<file path="config.mk">
export PLATFORM = sky130hd
export DESIGN_NAME = codebreaker_search
export DESIGN_NICKNAME = d
export VERILOG_FILES = /design/src/rtl/codebreaker_search.sv
export SDC_FILE = /design/constraint.sdc
export NUM_CORES = 1
export LEC_CHECK = 0
export CAP_MARGIN = 25
export CORE_UTILIZATION = 28
export CTS_CLUSTER_SIZE = 20
export DETAILED_ROUTE_END_ITERATION = 6
export PLACE_DENSITY_LB_ADDON = 0.15
export SYNTH_ARGS = -nofsm -noshare
export SYNTH_HDL_FRONTEND = slang
export SYNTH_SLANG_ARGS = --single-unit
export TNS_END_PERCENT = 10
</file>
<file path="constraint.sdc">
create_clock -name clk -period 8.5 [get_ports clk]
set_input_delay 1.7 -clock clk [delete_from_list [all_inputs] [get_ports clk]]
set_output_delay 1.7 -clock clk [all_outputs]
set_load 0.01 [all_outputs]
</file>
<file path="src/rtl/codebreaker_search.sv">
// Brute-force key-search controller: sweeps keys OFFSET, OFFSET+STRIDE, ... up to key_limit
// through an external decrypt engine and reports the first key whose plaintext is printable.
module codebreaker_search #(
    parameter int         KEY_WIDTH  = 24,
    parameter int         DATA_WIDTH = 128,
    parameter int         KEY_OFFSET = 0,
    parameter int         KEY_STRIDE = 1,
    parameter logic [7:0] PRINT_LO   = 8'h20,
    parameter logic [7:0] PRINT_HI   = 8'h7E
) (
    input  logic                  clk,
    input  logic                  reset_n,
    input  logic                  start,
    input  logic                  stop,
    input  logic                  resume,
    input  logic [DATA_WIDTH-1:0] bytes_in,
    input  logic [KEY_WIDTH-1:0]  key_limit,
    output logic                  dec_start,
    output logic [KEY_WIDTH-1:0]  dec_key,
    output logic [DATA_WIDTH-1:0] dec_cipher,
    input  logic                  dec_done,
    input  logic [DATA_WIDTH-1:0] dec_bytes_out,
    output logic [KEY_WIDTH-1:0]  key,
    output logic [DATA_WIDTH-1:0] bytes_out,
    output logic                  done,
    output logic                  error,
    output logic                  busy,
    output logic [KEY_WIDTH:0]    keys_tried
);

    // state     | meaning
    // ----------+-----------------------------------------------------------
    // IDLE      | no search running; start accepted
    // LAUNCH    | dec_start pulse for cur_key
    // WAIT      | waiting for dec_done from the engine
    // CHECK     | screen candidate plaintext for printable bytes
    // FOUND     | match reported; start or resume accepted
    // EXHAUSTED | range swept without a match; start accepted
    // ABORT     | stopped mid-decrypt; swallow the outstanding dec_done

    typedef enum logic [2:0] {
        S_IDLE      = 3'd0,
        S_LAUNCH    = 3'd1,
        S_WAIT      = 3'd2,
        S_CHECK     = 3'd3,
        S_FOUND     = 3'd4,
        S_EXHAUSTED = 3'd5,
        S_ABORT     = 3'd6
    } state_t;

    localparam int                   NBYTES   = DATA_WIDTH / 8;
    localparam logic [KEY_WIDTH:0]   STRIDE_X = (KEY_WIDTH + 1)'(KEY_STRIDE);
    localparam logic [KEY_WIDTH-1:0] OFFSET_K = KEY_WIDTH'(KEY_OFFSET);

    state_t state, next_state;

    logic [KEY_WIDTH-1:0]  cur_key;
    logic [DATA_WIDTH-1:0] cipher;
    logic [DATA_WIDTH-1:0] cand;
    logic [KEY_WIDTH-1:0]  key_q;
    logic [DATA_WIDTH-1:0] bytes_out_q;
    logic                  done_q;
    logic                  error_q;
    logic [KEY_WIDTH:0]    keys_tried_q;

    logic                  cand_ok;
    logic [KEY_WIDTH:0]    next_key;
    logic                  next_oob;
    logic                  offset_oob;
    logic                  start_ok_state;
    logic                  start_acc;
    logic                  resume_acc;

    // Extra top bit catches wrap-around of the key counter past the key width.
    assign next_key   = {1'b0, cur_key} + STRIDE_X;
    assign next_oob   = next_key[KEY_WIDTH] || (next_key > {1'b0, key_limit});
    assign offset_oob = OFFSET_K > key_limit;

    assign start_ok_state = (state == S_IDLE) || (state == S_FOUND) || (state == S_EXHAUSTED);
    assign start_acc      = start && !stop && start_ok_state;
    assign resume_acc     = (state == S_FOUND) && resume && !start && !stop;

    always_comb begin
        cand_ok = 1'b1;
        for (int i = 0; i < NBYTES; i++) begin
            if ((cand[i*8 +: 8] < PRINT_LO) || (cand[i*8 +: 8] > PRINT_HI)) begin
                cand_ok = 1'b0;
            end
        end
    end

    always_ff @(posedge clk or negedge reset_n) begin
        if (!reset_n) begin
            state <= S_IDLE;
        end else begin
            state <= next_state;
        end
    end

    always_comb begin
        next_state = state;
        unique case (state)
            S_IDLE, S_EXHAUSTED: begin
                if (stop) begin
                    next_state = S_IDLE;
                end else if (start) begin
                    next_state = offset_oob ? S_EXHAUSTED : S_LAUNCH;
                end
            end
            S_LAUNCH: begin
                next_state = stop ? S_IDLE : S_WAIT;
            end
            S_WAIT: begin
                // A stop coinciding with dec_done has nothing left to drain.
                if (stop) begin
                    next_state = dec_done ? S_IDLE : S_ABORT;
                end else if (dec_done) begin
                    next_state = S_CHECK;
                end
            end
            S_CHECK: begin
                if (stop) begin
                    next_state = S_IDLE;
                end else if (cand_ok) begin
                    next_state = S_FOUND;
                end else begin
                    next_state = next_oob ? S_EXHAUSTED : S_LAUNCH;
                end
            end
            S_FOUND: begin
                if (stop) begin
                    next_state = S_IDLE;
                end else if (start) begin
                    next_state = offset_oob ? S_EXHAUSTED : S_LAUNCH;
                end else if (resume) begin
                    next_state = next_oob ? S_EXHAUSTED : S_LAUNCH;
                end
            end
            S_ABORT: begin
                if (dec_done) begin
                    next_state = S_IDLE;
                end
            end
            default: next_state = S_IDLE;
        endcase
    end

    always_comb begin
        dec_start = 1'b0;
        busy      = 1'b0;
        unique case (state)
            S_LAUNCH: begin
                dec_start = 1'b1;
                busy      = 1'b1;
            end
            S_WAIT, S_CHECK, S_ABORT: busy = 1'b1;
            default: begin
                dec_start = 1'b0;
                busy      = 1'b0;
            end
        endcase
    end

    // Later assignments in this block deliberately override earlier ones.
    always_ff @(posedge clk or negedge reset_n) begin
        if (!reset_n) begin
            cur_key      <= '0;
            cipher       <= '0;
            cand         <= '0;
            key_q        <= '0;
            bytes_out_q  <= '0;
            done_q       <= 1'b0;
            error_q      <= 1'b0;
            keys_tried_q <= '0;
        end else begin
            if ((state == S_WAIT) && dec_done && !stop) begin
                cand         <= dec_bytes_out;
                keys_tried_q <= keys_tried_q + (KEY_WIDTH + 1)'(1);
            end
            if (start_acc) begin
                cipher       <= bytes_in;
                cur_key      <= OFFSET_K;
                done_q       <= 1'b0;
                error_q      <= 1'b0;
                key_q        <= '0;
                bytes_out_q  <= '0;
                keys_tried_q <= '0;
            end
            if (resume_acc) begin
                done_q <= 1'b0;
                if (!next_oob) begin
                    cur_key <= next_key[KEY_WIDTH-1:0];
                end
            end
            if ((state == S_CHECK) && !stop) begin
                if (cand_ok) begin
                    key_q       <= cur_key;
                    bytes_out_q <= cand;
                    done_q      <= 1'b1;
                end else if (!next_oob) begin
                    cur_key <= next_key[KEY_WIDTH-1:0];
                end
            end
            if (next_state == S_EXHAUSTED) begin
                done_q  <= 1'b1;
                error_q <= 1'b1;
            end
            if (stop && (state != S_IDLE)) begin
                done_q  <= 1'b0;
                error_q <= 1'b0;
            end
        end
    end

    assign dec_key    = cur_key;
    assign dec_cipher = cipher;
    assign key        = key_q;
    assign bytes_out  = bytes_out_q;
    assign done       = done_q;
    assign error      = error_q;
    assign keys_tried = keys_tried_q;

endmodule

</file>
==> flow_metrics.env <==
export IMPL_run_status="finished clean"
export IMPL_mostFrequentLayoutCell="nand2_1"
export IMPL_grt_pass1_vias=16702
export IMPL_proportion_of_synthesized_flip_flops_having_asynchronous_set_or_reset=1.00
export IMPL_pwr_share_seq=0.430
export IMPL_final_count_of_negative_setup_slack_endpoints=0
export IMPL_post_dp_cell_area_sq_mm=0.0264
export IMPL_dominantRegCellSynth="dfrtp_1"
export IMPL_cp_end_kind="flip-flop"
export IMPL_clk_latency_ps=620
export IMPL_grt_max_degree=255
export IMPL_place_worst_setup_slack_ps=3330
export IMPL_fin_tns_setup_ps=0
export IMPL_fin_area_sq_mm=0.0283
export IMPL_finalClockSkew_ps=45.3
export IMPL_clk_root_buffer_cell="clkbuf_16"
export IMPL_kind_of_start_point_of_the_critical_path="flip-flop"
export IMPL_synthCells=2159
export IMPL_commonest_non_fill_non_tap_cells_in_the_layout="nand2_1 (1066), clkdlybuf4s50_1 (617), dfrtp_1 (462)"
export IMPL_timing_hold_violations_final=0
export IMPL_avgSynthCellArea_sq_um=9.01
export IMPL_maxCapViolations=0
export IMPL_p_leak_nw=13.1
export IMPL_avgRoutedWirePerCell_um=18.7
export IMPL_htree_num_levels=2
export IMPL_floorplan_initialDensity=0.283
export IMPL_rsz0062_at_grt="false"
export IMPL_relSlewSlack=0.112
export IMPL_cts_sinks=462
export IMPL_cts_tree="done"
export IMPL_switching_share=0.323
export IMPL_final_net_count=3046
export IMPL_drt_drc_violations_left=0
export IMPL_die_h_um=266
export IMPL_layout_area_overhead_vs_synth_pct=45.7
export IMPL_timing_critical_path_buf_inv=1
export IMPL_antenna_violations_before_repair=22
export IMPL_number_of_top_level_pins=619
export IMPL_cts_resized=0
export IMPL_tritoncts_num_buffers=55
export IMPL_drtPass1Iterations=5
export IMPL_gp_congestion=0.845
export IMPL_p_int_w=0.00519
export IMPL_cts_clk_slew_worst_paths_ps=60
export IMPL_largest_voltage_drop_on_the_vdd_net_v=0.000175
export IMPL_arrival_ps=5260
export IMPL_drt_first_iter_violations=1114
export IMPL_syn_num_nets=2471
export IMPL_fmaxAchievable_mhz=209
export IMPL_fill_cells=6756
export IMPL_io_buffers=618
export IMPL_crit_slowest_cell="a2111oi_0"
export IMPL_cp_required_ps=8960
export IMPL_clock_power_share=0.309
export IMPL_synth_ff_latch_count=462
export IMPL_post_syn_area_sq_mm=0.0194
export IMPL_finalWirelength_um=69600
export IMPL_place_detailed_hpwl_um=49800
export IMPL_cp_max_fo=24
export IMPL_power_density_mw_per_mm2=270
export IMPL_worstSetupPathType="reg -> reg"
export IMPL_post_cts_hold_buffer_count=0
export IMPL_clk_path_buf_depth=3
export IMPL_path_common_cell="ha_1"
export IMPL_synth_seq_area_share=0.595
export IMPL_setup_slack_of_the_critical_path_after_layout_ps=3700
export IMPL_timing_hold_worst_class="reg -> reg"
export IMPL_ant_nets=0
export IMPL_die_width_um=266
export IMPL_clock_period_minus_worst_slack_ps=4800
export IMPL_grt_total_usage=0.194
export IMPL_combinationalPowerShare=0.260
export IMPL_fp_coreArea_sq_mm=0.0687
export IMPL_std_cell_rows=96
export IMPL_total_power_w=0.00765
export IMPL_timing_worst_slew_pin_value_ps=1330
export IMPL_edff_count_synth=0
export IMPL_globalRouteOverflowTotal=0
export IMPL_post_cts_repair_setup_buffers=0
export IMPL_net_switching_power_w=0.00247
export IMPL_ys_warn_count=0
export IMPL_critical_path_cell_chain="ha_1 > nand4_1 > or2_2 > nor3_4 > nand3_1 > xnor2_1 > ha_1 > a21oi_1 > nor2b_1 > o221ai_1 > a2111oi_0 > o21ai_2 > a211oi_4 > buf_4 > mux2_2"
export IMPL_num_vias=16636
export IMPL_slew_viol_final=0
export IMPL_synthDistinctLibCells=53
export IMPL_fp_dieArea_sq_mm=0.0705
export IMPL_cp_slowest_stage_delay_ps=620
export IMPL_final_layout_size_suffix_gt1_frac=0.0479
export IMPL_utilization=0.412
export IMPL_global_route_wire_length_before_repair_um=105000
export IMPL_average_vias_per_placed_instance=4.48
export IMPL_finalCritPeriodShare=0.564
export IMPL_timing_critical_path_max_delay_family="compound AO/OA/AOI/OAI gates"
worst paths after layout:
check | start | end | slack, ps | cells after the start
max | dec_key[0] | dec_key[3] | 3700 | 15
min | dec_cipher[109] | dec_cipher[109] | 470 | 2
max reg2reg | dec_key[0] | dec_key[3] | 3700 | 15
min reg2reg | dec_cipher[109] | dec_cipher[109] | 470 | 2
max in group asynchronous | reset_n | cand[105] | 5730 | 2
min in group asynchronous | reset_n | dec_cipher[57] | 1150 | 1
metrics by stage:
step	std cells	hold WS [ps]
2_1_floorplan	2159	446
3_3_place_gp	3605	458
3_5_place_dp	3605	461
4_1_cts	3705	476
5_1_grt	3711	485
6_report	3713	469
cell usage after synthesis, types with 3 or more instances:
cell type     n  area [sq um]
buf_1         5          18.8
xnor2_1      19           166
and2_1       39           244
o21a_1        3          22.5
and3_1        8          50.1
nand2_1    1066          4000
mux2_4       18           270
xor2_1       24           210
mux2_2        4          45.0
buf_6        11           124
o21ai_0      93           465
inv_1        29           109
nor3_1        3          15.0
o21ai_1      55           275
nand4_1      31           194
nand3_1      43           215
ha_1         26           325
dfrtp_1     462         11600
clkbuf_1     89           334
a31oi_1       3          18.8
buf_2        10          50.1
or3_1         3          18.8
nor2_1       46           173
nor4_1       10          62.6
a21oi_1      11          55.1
nor2b_1       5          31.3
and4_1        6          52.6
o22ai_1       6          37.5
per-layer routing:
metal / global-route usage / share of wire / up-vias / wire [um]
met5: 0 / 0.0034 / - / 235
li1: - / - / 8040 / -
met2: 0.313 / 0.47 / 444 / 32800
met1: 0.243 / 0.42 / 7972 / 28900
met3: 0.0615 / 0.075 / 144 / 5220
met4: 0.0733 / 0.034 / 36 / 2400
power groups by stage:
stage	registers, W	clock network [W]	logic, W
finish	0.00329	0.00237	0.00199
floorplan	0.00334	0	0.000752
CTS	0.00330	0.00244	0.00202
global route	0.00338	0.00254	0.00221
global placement	0.00331	0	0.00199
detailed placement	0.00333	0	0.00201
worst register-to-register path: cells and delay by family (launching register included):
kind,cells,cell delay (ps)
buffers and inverters,1,420
and+or+nand+nor,5,1250
adders and majority gates,2,540
DFF,1,500
muxes,1,420
xor gates and xnor gates,1,210
AOI/OAI and AO/OA,5,1350
area by class of cell:
type | instances | area [sq um] | area share
repair buffers | 633 | 6390 | 0.225
clock buffers | 86 | 1620 | 0.0573
flip-flops and latches | 462 | 11600 | 0.408
clock inverters | 14 | 190 | 0.00671
inverters | 29 | 109 | 0.00384
well taps | 931 | 1160 | 0.0411
diodes | 5 | 12.5 | 0.000442
multi-input cells | 1553 | 7280 | 0.257
state kept, by name (all words and copies together) (netlist names), 3 cells and up:
name and cells:
dec_cipher 128, cand 128, bytes_out 128, key 24, dec_key 24, keys_tried 25, state 3
cells by family after synthesis:
logic type / Yosys count / synth area share
and+or+nand+nor: 1272 / 0.266
DFF: 462 / 0.595
AOI/OAI and AO/OA: 188 / 0.0535
buffers and inverters: 144 / 0.0327
xor gates and xnor gates: 43 / 0.0194
adders and majority gates: 26 / 0.0167
muxes: 24 / 0.0172
(Power assumes the default switching activity.)
